**src/rtl/wb_port_arbiter_if.sv**
```systemverilog
// Bus bundle between the A/B write requesters and the register-file write-port arbiter.
// The arbiter side uses modport slave; the requesters use modport master.
interface wb_port_arbiter_if #(
  parameter int ADDR_W = 5,
  parameter int DATA_W = 32
);
  logic              ReqA;
  logic [ADDR_W-1:0] AddrA;
  logic [DATA_W-1:0] DataA;
  logic              GntA;
  logic              ReqB;
  logic [ADDR_W-1:0] AddrB;
  logic [DATA_W-1:0] DataB;
  logic              GntB;
  logic              Sel;
  logic              WrEn;
  logic [ADDR_W-1:0] WrAddr;
  logic [DATA_W-1:0] WrData;
  logic [7:0]        WrCount;

  modport slave (
    input  ReqA, AddrA, DataA, ReqB, AddrB, DataB,
    output GntA, GntB, Sel, WrEn, WrAddr, WrData, WrCount
  );

  modport master (
    output ReqA, AddrA, DataA, ReqB, AddrB, DataB,
    input  GntA, GntB, Sel, WrEn, WrAddr, WrData, WrCount
  );
endinterface

```
**src/rtl/wb_port_arbiter.sv**
```systemverilog
// Two-requester arbiter driving the register-file write port and destination mux select.
// Ties go to A (fixed priority) unless WBARB_ROUND_ROBIN_EN is defined, which alternates on LastGnt.
module wb_port_arbiter #(
  parameter int ADDR_W = 5,
  parameter int DATA_W = 32
) (
  input logic              Clk,
  input logic              Reset,
  wb_port_arbiter_if.slave bus
);
  logic              gnt_a_q, gnt_b_q;
  logic              sel_q;
  logic              wr_en_q;
  logic [ADDR_W-1:0] wr_addr_q;
  logic [DATA_W-1:0] wr_data_q;
  logic [7:0]        wr_count_q;
  logic              last_gnt_q;  // 0 = A, 1 = B

  logic              eff_a, eff_b, grant, pick_b;
  logic              last_gnt_d, wr_en_d;
  logic [ADDR_W-1:0] addr_d;
  logic [DATA_W-1:0] data_d;

  always_comb begin
    // A requester granted this cycle still shows Req high; mask it out.
    eff_a = bus.ReqA & ~gnt_a_q;
    eff_b = bus.ReqB & ~gnt_b_q;
    grant = eff_a | eff_b;
`ifdef WBARB_ROUND_ROBIN_EN
    pick_b = eff_b & (~eff_a | ~last_gnt_q);
`else
    pick_b = eff_b & ~eff_a;
`endif
    addr_d     = pick_b ? bus.AddrB : bus.AddrA;
    data_d     = pick_b ? bus.DataB : bus.DataA;
    wr_en_d    = grant & (addr_d != '0);
    last_gnt_d = grant ? pick_b : last_gnt_q;
  end

  // Output register stage: everything the port sees comes straight from flops.
  always_ff @(posedge Clk or posedge Reset) begin
    if (Reset) begin
      gnt_a_q    <= 1'b0;
      gnt_b_q    <= 1'b0;
      sel_q      <= 1'b0;
      wr_en_q    <= 1'b0;
      wr_addr_q  <= '0;
      wr_data_q  <= '0;
      wr_count_q <= 8'd0;
      last_gnt_q <= 1'b1;
    end else begin
      gnt_a_q    <= grant & ~pick_b;
      gnt_b_q    <= grant & pick_b;
      wr_en_q    <= wr_en_d;
      last_gnt_q <= last_gnt_d;
      if (grant) begin
        sel_q     <= pick_b;
        wr_addr_q <= addr_d;
        wr_data_q <= data_d;
      end
      if (wr_en_d) begin
        wr_count_q <= wr_count_q + 8'd1;
      end
    end
  end

  assign bus.GntA    = gnt_a_q;
  assign bus.GntB    = gnt_b_q;
  assign bus.Sel     = sel_q;
  assign bus.WrEn    = wr_en_q;
  assign bus.WrAddr  = wr_addr_q;
  assign bus.WrData  = wr_data_q;
  assign bus.WrCount = wr_count_q;
endmodule

```
**src/flat_wrapper.sv**
```systemverilog
// flat-port wrapper written by rule: the top's interface ports become plain ports
module wb_port_arbiter_flat 
#(
  parameter int ADDR_W = 5,
  parameter int DATA_W = 32
)
  (Clk, Reset, bus_ReqA, bus_AddrA, bus_DataA, bus_ReqB, bus_AddrB, bus_DataB, bus_GntA, bus_GntB, bus_Sel, bus_WrEn, bus_WrAddr, bus_WrData, bus_WrCount);
  wb_port_arbiter_if #(.ADDR_W(ADDR_W), .DATA_W(DATA_W)) bus_i ();
  input logic Clk;
  input logic Reset;
  input wire logic [$bits(bus_i.ReqA)-1:0] bus_ReqA;
  input wire logic [$bits(bus_i.AddrA)-1:0] bus_AddrA;
  input wire logic [$bits(bus_i.DataA)-1:0] bus_DataA;
  input wire logic [$bits(bus_i.ReqB)-1:0] bus_ReqB;
  input wire logic [$bits(bus_i.AddrB)-1:0] bus_AddrB;
  input wire logic [$bits(bus_i.DataB)-1:0] bus_DataB;
  output wire logic [$bits(bus_i.GntA)-1:0] bus_GntA;
  output wire logic [$bits(bus_i.GntB)-1:0] bus_GntB;
  output wire logic [$bits(bus_i.Sel)-1:0] bus_Sel;
  output wire logic [$bits(bus_i.WrEn)-1:0] bus_WrEn;
  output wire logic [$bits(bus_i.WrAddr)-1:0] bus_WrAddr;
  output wire logic [$bits(bus_i.WrData)-1:0] bus_WrData;
  output wire logic [$bits(bus_i.WrCount)-1:0] bus_WrCount;
  assign bus_i.ReqA = bus_ReqA;
  assign bus_i.AddrA = bus_AddrA;
  assign bus_i.DataA = bus_DataA;
  assign bus_i.ReqB = bus_ReqB;
  assign bus_i.AddrB = bus_AddrB;
  assign bus_i.DataB = bus_DataB;
  assign bus_GntA = bus_i.GntA;
  assign bus_GntB = bus_i.GntB;
  assign bus_Sel = bus_i.Sel;
  assign bus_WrEn = bus_i.WrEn;
  assign bus_WrAddr = bus_i.WrAddr;
  assign bus_WrData = bus_i.WrData;
  assign bus_WrCount = bus_i.WrCount;
  wb_port_arbiter #(.ADDR_W(ADDR_W), .DATA_W(DATA_W)) u_core (.Clk(Clk), .Reset(Reset), .bus(bus_i));
endmodule
```
**config.mk**
```make
export PLATFORM = sky130hd
export DESIGN_NAME = wb_port_arbiter_flat
export DESIGN_NICKNAME = d
export VERILOG_FILES = /design/src/rtl/wb_port_arbiter_if.sv /design/src/rtl/wb_port_arbiter.sv /design/src/flat_wrapper.sv
export SDC_FILE = /design/constraint.sdc
export NUM_CORES = 1
export LEC_CHECK = 0
export ABC_AREA = 1
export CAP_MARGIN = 10
export CORE_ASPECT_RATIO = 0.75
export CORE_MARGIN = 3
export CORE_UTILIZATION = 39
export DETAILED_ROUTE_END_ITERATION = 6
export PLACE_DENSITY = 0.83
export SLEW_MARGIN = 20
export SYNTH_ARGS = -nofsm -noshare
export SYNTH_HDL_FRONTEND = slang
export SYNTH_SLANG_ARGS = --single-unit
```
**constraint.sdc**
```tcl
create_clock -name Clk -period 2.1 [get_ports Clk]
set_clock_uncertainty 0.15 [all_clocks]
set_input_delay 0.21 -clock Clk [delete_from_list [all_inputs] [get_ports Clk]]
set_output_delay 0.21 -clock Clk [all_outputs]
set_load 0.005 [all_outputs]
```
* Word level (Yosys, flattened, before mapping)
Index checks and enable logic that the tools add are counted.
Storage, ports and cells: bits in registers 49, output and inout bits 49, word-level logic and storage cells 22
Operators by class: add/subtract/negate cells 1, multiplexer cells 2, bitwise gates (word level) 11, reduce and logical (&&, ||, !) cells 1
Operators with widths (number):
- $mux W32 | 1
- $add A8 B1 Y8 const B | 1
- $and A1 B1 Y1 | 6
- $mux W5 | 1
- $reduce_bool A5 Y1 | 1
- $not A1 Y1 | 4
- $or A1 B1 Y1 | 1

* Longest topological paths before layout
Gate-level depths: netlist (run 1).
word-level depth 7, depth in mapped cells 11

* Worst setup path before layout (run 1)
OpenSTA, ideal clock, no wires.
path type register -> register, from reg u_core.gnt_a_q (netlist: u_core.bus.GntA), to reg u_core.wr_count_q[5] (netlist: u_core.bus.WrCount[5]), library setup time 117 ps, arrival time 1275 ps, required time 1833 ps, slack 558 ps, stages on the path, launching flop included 12, path buffers 1, path through dfrtp_1 -> inv_1 -> nand2_2 -> nand2_2 -> buf_6 -> nand2_1 -> nand2_1 -> nand2_1 -> nor2_1 -> nand2_2 -> nand3_1 -> nand2_1
Between the ends: longest elaborated chain between the ends 7, elaborated cells on any way between the ends 8, those cells by class mux (1); bitwise (6); reduce/logical (1)
Ends and longest elaborated chain:
- start, declared | RTL line wb_port_arbiter.sv:11 | logic gnt_a_q, gnt_b_q;
- start signal, assigned | RTL line wb_port_arbiter.sv:52 | gnt_a_q <= grant & ~pick_b;
- $not A1 Y1 (*) | RTL line wb_port_arbiter.sv:26 | eff_a = bus.ReqA & ~gnt_a_q;
- $and A1 B1 Y1 (*) | RTL line wb_port_arbiter.sv:26
- $not A1 Y1 | RTL line wb_port_arbiter.sv:32 | pick_b = eff_b & ~eff_a;
- $and A1 B1 Y1 | RTL line wb_port_arbiter.sv:32
- $mux W5 | RTL line wb_port_arbiter.sv:34 | addr_d = pick_b ? bus.AddrB : bus.AddrA;
- $reduce_bool A5 Y1 | RTL line wb_port_arbiter.sv:36 | wr_en_d = grant & (addr_d != '0);
- $and A1 B1 Y1 (*) | RTL line wb_port_arbiter.sv:36
- end signal, assigned | RTL line wb_port_arbiter.sv:62 | wr_count_q <= wr_count_q + 8'd1;
- end, declared | RTL line wb_port_arbiter.sv:16 | logic [7:0] wr_count_q;
Mark *: on every way between the ends. The rest lies on a longest branch, timed or not. A chain may end at the register's enable or synchronous reset.

* Final worst setup path (run 1)
from reg u_core.gnt_a_q (netlist: u_core.bus.GntA), to reg u_core.wr_count_q[6] (netlist: u_core.bus.WrCount[6])
The elaborated chain is that of the path after synthesis.

==> results of run 1 <==
-- per-stage QoR --
| stage | util [%] | hold slack (ns) | power, mW | setup WS (ns) |
|---|---|---|---|---|
| 2_1_floorplan | - | 0.1834 | 1.582 | 0.5579 |
| 3_3_place_gp | 66.23 | 0.3153 | 2.153 | 0.1782 |
| 3_5_place_dp | 66.23 | 0.3238 | 2.175 | 0.08019 |
| 4_1_cts | 67.77 | 0.06951 | 2.724 | 0.3471 |
| 5_1_grt | 67.77 | 0.09487 | 2.881 | 0.2094 |
| 6_report | 67.77 | 0.06503 | 2.696 | 0.3768 |
-- synth_stat cells, types with 2 or more instances --
cell,number
nand2_1,70
inv_1,18
nand2_2,4
nor3_1,2
clkbuf_1,7
nor2_1,38
nand3_1,11
xnor2_1,3
dfrtp_1,49
xor2_1,3
o21ai_0,67
buf_2,7
-- routing by layer --
layer / vias up / part of all wire [%]
li1: 1175 / -
met1: 1081 / 43
met2: 86 / 47
met3: 5 / 9.6
met4: 0 / 0.59
met5: - / 0
-- registers in the layout, summed over array words and instances (netlist names) --
name	cells
u_core.bus.WrData	32
u_core.bus.WrCount	8
u_core.bus.WrAddr	5
u_core.bus.GntA	1
u_core.bus.GntB	1
u_core.bus.Sel	1
u_core.bus.WrEn	1
-- layout by cell type, fill, tap and decap left out --
| cell type | count |
|---|---|
| clkbuf_8 | 6 |
| nand2_2 | 4 |
| nor2_1 | 38 |
| nand2_1 | 70 |
| dfrtp_1 | 49 |
| o21bai_4 | 1 |
| clkdlybuf4s50_1 | 126 |
| xor2_1 | 3 |
| o21ai_4 | 1 |
| xnor2_1 | 3 |
| clkbuf_1 | 1 |
| ha_1 | 1 |
| nand3_1 | 11 |
| o22ai_1 | 1 |
| nand4_1 | 1 |
| nand3b_1 | 1 |
| buf_12 | 1 |
| buf_4 | 7 |
| inv_2 | 2 |
| inv_1 | 17 |
| o21ai_0 | 67 |
| nor3_1 | 2 |
| nor2_4 | 1 |
| nand3_2 | 1 |
-- path summary, 6_finish.rpt --
kind	start	to	slack (ns)	cells past startpoint
worst max-delay path	u_core.bus.GntA$_DFF_PP0_	u_core.bus.WrCount[6]$_DFFE_PP0P_	0.38	9
worst min register to register	u_core.bus.GntA$_DFF_PP0_	u_core.bus.GntA$_DFF_PP0_	0.34	1
worst min-delay path	Reset	u_core.bus.WrData[11]$_DFFE_PP0P_	0.07	2
max in group asynchronous	Reset	u_core.bus.Sel$_DFFE_PP0P_	1.24	3
worst max register to register	u_core.bus.GntA$_DFF_PP0_	u_core.bus.WrCount[6]$_DFFE_PP0P_	0.38	9
min in group Clk	u_core.bus.GntA$_DFF_PP0_	u_core.bus.GntA$_DFF_PP0_	0.34	1
-- kinds of logic (layout without fill, tap and decap cells) --
group | Yosys count | after routing
buffers and inverters | 34 | 160
AOI/OAI and AO/OA | 70 | 70
and+or+nand+nor | 129 | 129
DFF | 49 | 49
adders and majority gates | 1 | 1
xor gates and xnor gates | 6 | 6
-- power groups by stage --
stage	clock, mW	combinational (mW)	sequential (mW)
global placement	0	0.898	1.26
finish	0.549	0.905	1.24
global route	0.605	1.01	1.27
CTS	0.561	0.921	1.24
detailed placement	0	0.917	1.26
floorplan	0	0.326	1.26
-- area by class of cell --
class                           instances  area, um2  area share, %
Timing Repair Buffer                  134       1334          35.25
Sequential cell                        49       1226          32.41
Multi-Input combinational cell        206      972.2          25.69
Tap cell                               75      93.84          2.480
Clock buffer                            7      86.33          2.282
Inverter                               19      71.32          1.885
==> reports/results.tsv, run 1 <==
stage	metric	value	unit
floorplanning	core	0.005583	mm2
global_route	grt_pass1_vias	2441	
critical_path	worstPathArrival	1.81	ns
drt	drtPass1Iterations	6	
sta	timing.final.hold_violations	0	
yosys	yosysWarnings	0	
global_route	met2_usage	35.30	%
global_route	gr-usage-all-layers	21.17	%
sta	rsz0062_at_grt	no	
clock_tree	cts_inserted_buffers	5	
critical_path	path_buf_inv	1	
yosys	synth-edff-count	0	
drt	post_drt_wl_per_cell	14.27	um
layout	drive_above_1_share	5.783	%
power	p_sw	0.7798	mW
yosys	synthSimpleGateAreaFrac	22.65	%
power	seqPwrFrac	46.0	%
critical_path	cp_top_family	simple AND/OR/NAND/NOR gates	
yosys	synth_area_leaders	dfrtp_1 52%, o21ai_0 14%, nand2_1 11%	
yosys	synth_xor_area_share	2.244	%
clock_tree	cts-root-buf	clkbuf_8	
yosys	synth.distinct_cells	22	
drt	post-route-drc-count	0	
critical_path	cpPeakStageDelay	0.40	ns
placed_design	place.gp.congestion	0.7720	
power	p_int	1.916	mW
sta	worstMarginPinSlew	0.3757	ns
yosys	synthAdderAreaFrac	0.5342	%
power	p_leak	1.670	nW
layout	final_cells	490	
power	switching_share	28.93	%
floorplanning	die_x	95.49	um
critical_path	crit_fanout	9	
floorplanning	die_h	73.12	um
floorplanning	rows	23	
yosys	ys_ff_latch	49	
clock_tree	path_clk_slew	0.09	ns
placed_design	io_buffers	126	
yosys	synthFlopType	dfrtp_1	
yosys	synth_top_family_by_area	simple AND/OR/NAND/NOR gates	
sta	timing.fmax	580.3	MHz
sta	post-route-min-period	1.723	ns
placed_design	place_area	0.003697	mm2
yosys	yosys.area.top_type	dfrtp_1	
placed_design	dp_hpwl	5367	um
placed_design	dp_cells	483	
power	clockPowerShare	20.4	%
sta	setup_viol	0	
yosys	netlist_instances	289	
drt	via_count	2347	
yosys	syn_area_per_cell	8.105	um2
clock_tree	clockBufferDepth	2	
critical_path	cp_slowest_cell	dfrtp_1	
yosys	synth_fp_nets	368	
critical_path	startpoint_type	flop	
clock_tree	post_cts_resized	0	
worst_hold_path	hold_path.class	in2async	
sta	final-max-slew-violation-count	0	
power	p_per_area	712.5	mW/mm2
critical_path	path_cells	inv_1 > nand2_2 > nand2_2 > nand2_1 > o21ai_4 > nand2_2 > o21bai_4 > nand2_1 > nand2_1	
power	ir_drop	0.4462	mV
clock_tree	tritoncts	done	
global_route	top_usage_layer	met2	
floorplanning	initial_core_util	41.95	%
job	maxCapViolations	0	
sta	fin_tns_setup	0	ns
critical_path	worstSetupEndpointType	flop	
layout	diodes	0	
layout	final_cell_area	0.003784	mm2
yosys	synth_compound_area_share	16.08	%
clock_tree	postCtsSetupBuffers	0	
global_route	grt_util_met3	6.392	%
yosys	yosysSeqAreaShare	52.35	%
yosys	async_flop_share	100.0	%
global_route	grt_max_degree	34	
drt	routed_wl	6993	um
global_route	grt_pass1_wl	11540	um
layout	fillerInstances	458	
global_route	grt_overflow	0	
clock_tree	ctsHoldBuffers	0	
clock_tree	htree_levels	2	
yosys	netlist_area	0.002342	mm2
sta	post-route-period-util	82.06	%
global_route	met1_usage	27.34	%
critical_path	criticalPathCategory	reg2reg	
drt	first_iter_violations	130	
power	power_frac_comb	33.6	%
clock_tree	clock-sinks	49	
status	status	completed	
yosys	synthMuxAreaShare	0	%
layout	finalNetCount	494	
global_route	antenna_found_initial	0	
critical_path	cp.required	2.19	ns
yosys	yosys.area.top_type_share	52.35	%
drt	ant_nets	0	
floorplanning	dieArea	0.006981	mm2
sta	relSlewSlack	74.92	%
clock_tree	clock_latency	0.30	ns
drt	via_per_inst	4.790	
floorplanning	top_level_ports	127	
layout	area_growth_syn_to_layout	61.54	%
(Power assumes the default switching activity.)
==> run 2, diff against run 1 <==
==> constraint.sdc (replaced) <==
create_clock -name Clk -period 1.8 [get_ports Clk]
set_clock_uncertainty 0.15 [all_clocks]
set_input_delay 0.18 -clock Clk [delete_from_list [all_inputs] [get_ports Clk]]
set_output_delay 0.18 -clock Clk [all_outputs]
set_load 0.005 [all_outputs]
==> run 2 against run 1 <==
Critical path depth down 8. Routed wire length up 2.9%. Clock power rose by 50%. Total power is 25% higher. Register-to-register slack worse by 0.22 ns. Sequential cell count unchanged. Final cell count increased by 1.8%. First-iteration DRC count is 29% lower. Largest power group unchanged. Highest routed layer unchanged.
==> reports/results.tsv, run 2 (synthesis gave the netlist of run 1 again) <==
stage	metric	value	unit	change
floorplanning	dieArea	0.006981	mm2	unchanged
floorplanning	initial_core_util	41.95	%	unchanged
drt	via_per_inst	4.984		+4.1%
floorplanning	core	0.005583	mm2	unchanged
power	seqPwrFrac	42.9	%	-3.1 points
global_route	grt_pass1_vias	2443		+0.082%
floorplanning	die_h	73.12	um	unchanged
layout	drive_above_1_share	8.019	%	+2.2 points
clock_tree	clockBufferDepth	2		unchanged
global_route	antenna_found_initial	0		unchanged
critical_path	startpoint_type	flop		
global_route	grt_max_degree	50		+47%
sta	post-route-period-util	92.09	%	
placed_design	dp_hpwl	5368	um	about the same
power	power_frac_comb	32.6	%	-1.0 points
layout	diodes	0		unchanged
clock_tree	tritoncts	done		
layout	finalNetCount	502		+1.6%
sta	relSlewSlack	81.97	%	+7.1 points
sta	final-max-slew-violation-count	0		unchanged
power	p_leak	1.725	nW	+3.3%
placed_design	place.gp.congestion	0.8523		+10%
clock_tree	cts-root-buf	clkbuf_8		
global_route	grt_pass1_wl	11560	um	+0.18%
critical_path	cp.required	1.47	ns	-0.72 ns
clock_tree	clock-sinks	49		unchanged
global_route	gr-usage-all-layers	21.21	%	+0.033 points
drt	routed_wl	7195	um	+2.9%
layout	fillerInstances	450		-1.7%
critical_path	crit_fanout	6		-3
clock_tree	ctsHoldBuffers	0		unchanged
sta	worstMarginPinSlew	0.2683	ns	-0.1074 ns
floorplanning	rows	23		unchanged
drt	post_drt_wl_per_cell	14.42	um	+1.0%
worst_hold_path	hold_path.class	in2async		
critical_path	criticalPathCategory	reg2out		
drt	drtPass1Iterations	4		-2
layout	largest_reg_flops	32		unchanged
sta	setup_viol	0		unchanged
critical_path	path_buf_inv	1		unchanged
sta	fin_tns_setup	0	ns	unchanged
drt	via_count	2487		+6.0%
drt	ant_nets	0		unchanged
clock_tree	path_clk_slew	0.10	ns	about the same
global_route	grt_overflow	0		unchanged
power	p_sw	0.9670	mW	+24%
layout	seq_area	0.001226	mm2	unchanged
critical_path	cp_top_family	buffers and inverters		
layout	final_common_cell	clkdlybuf4s50_1		
critical_path	cpPeakStageDelay	0.55	ns	+0.15 ns
power	p_int	2.409	mW	+26%
status	status	completed		
critical_path	cp_slowest_cell	clkdlybuf4s50_1		
power	switching_share	28.65	%	-0.28 points
sta	post-route-min-period	1.658	ns	
floorplanning	die_x	95.49	um	unchanged
power	ir_drop	0.5406	mV	+21%
floorplanning	top_level_ports	127		unchanged
critical_path	worstSetupEndpointType	output pin		
layout	final_util	69.83	%	+2.1 points
clock_tree	cts_inserted_buffers	5		unchanged
clock_tree	htree_levels	2		unchanged
sta	setup_ws	0.1424	ns	-0.2344 ns
sta	timing.final.hold_violations	0		unchanged
drt	first_iter_violations	92		-29%
power	p_per_area	865.8	mW/mm2	+22%
sta	rsz0062_at_grt	no		
placed_design	pre_cts_slack	-0.08166	ns	-0.1619 ns
critical_path	path_cells	clkdlybuf4s50_1		
power	clockPowerShare	24.4	%	+4.0 points
sta	timing.fmax	603.3	MHz	
clock_tree	clock_latency	0.30	ns	about the same
layout	area_growth_syn_to_layout	66.45	%	
layout	final_cell_mix	126 x clkdlybuf4s50_1, 70 x nand2_1, 67 x o21ai_0		
critical_path	worstPathArrival	1.33	ns	-0.48 ns
drt	post-route-drc-count	0		unchanged
placed_design	io_buffers	126		unchanged
layout	multi_input_area	988.4	um2	+1.7%
job	maxCapViolations	0		unchanged
[run 2: per-layer routing]
metal	up-vias	global-route usage (%)	wire length, um
li1	1201	-	-
met1	1158	27.81	2968
met2	118	33.75	3416
met3	10	7.113	727
met4	0	5.836	83
met5	-	0	0
[run 2: path summary, 6_finish.rpt]
path,slack (ns),depth (start not counted),from,endpoint
max in group asynchronous,1.19,3,Reset,u_core.bus.WrData[28]$_DFFE_PP0P_
min,0.08,3,Reset,u_core.bus.WrData[11]$_DFFE_PP0P_
max reg2reg,0.16,9,u_core.bus.GntB$_DFF_PP0_,u_core.bus.WrCount[6]$_DFFE_PP0P_
max,0.14,1,u_core.bus.WrCount[2]$_DFFE_PP0P_,bus_WrCount[2]
min reg2reg,0.34,2,u_core.bus.WrData[15]$_DFFE_PP0P_,u_core.bus.WrData[15]$_DFFE_PP0P_
min in group Clk,0.31,3,bus_DataB[31],u_core.bus.WrData[31]$_DFFE_PP0P_
[run 2: repair_timing]
item | CTS | global route
endpoints found under the setup margin | 0 | 6
buffers inserted | 0 | 3
resized for setup | 0 | 2
[run 2: layout make-up]
| type | instances | share of cell area, % |
|---|---|---|
| clock buffers | 7 | 2.214 |
| repair buffers | 141 | 35.88 |
| multi-input cells | 207 | 25.35 |
| flip-flops and latches | 49 | 31.45 |
| inverters | 19 | 1.926 |
| well taps | 75 | 2.407 |
| clock inverters | 1 | 0.7702 |
[run 2: power groups by stage]
stage | clock network, mW | registers (mW) | logic, mW
finish | 0.825 | 1.45 | 1.10
global route | 0.888 | 1.48 | 1.22
CTS | 0.833 | 1.45 | 1.09
detailed placement | 0 | 1.47 | 1.09
global placement | 0 | 1.46 | 1.06
floorplan | 0 | 1.47 | 0.381
[run 2: metrics by stage]
stage	std cells	hold WS [ns]	power (mW)	instance area, um2
6_report	499	0.08195	3.376	3899
5_1_grt	499	0.1137	3.582	3899
4_1_cts	495	0.09408	3.376	3856
3_5_place_dp	487	0.3242	2.559	3740
3_3_place_gp	487	0.3140	2.525	3740
2_1_floorplan	289	0.1534	1.846	2342
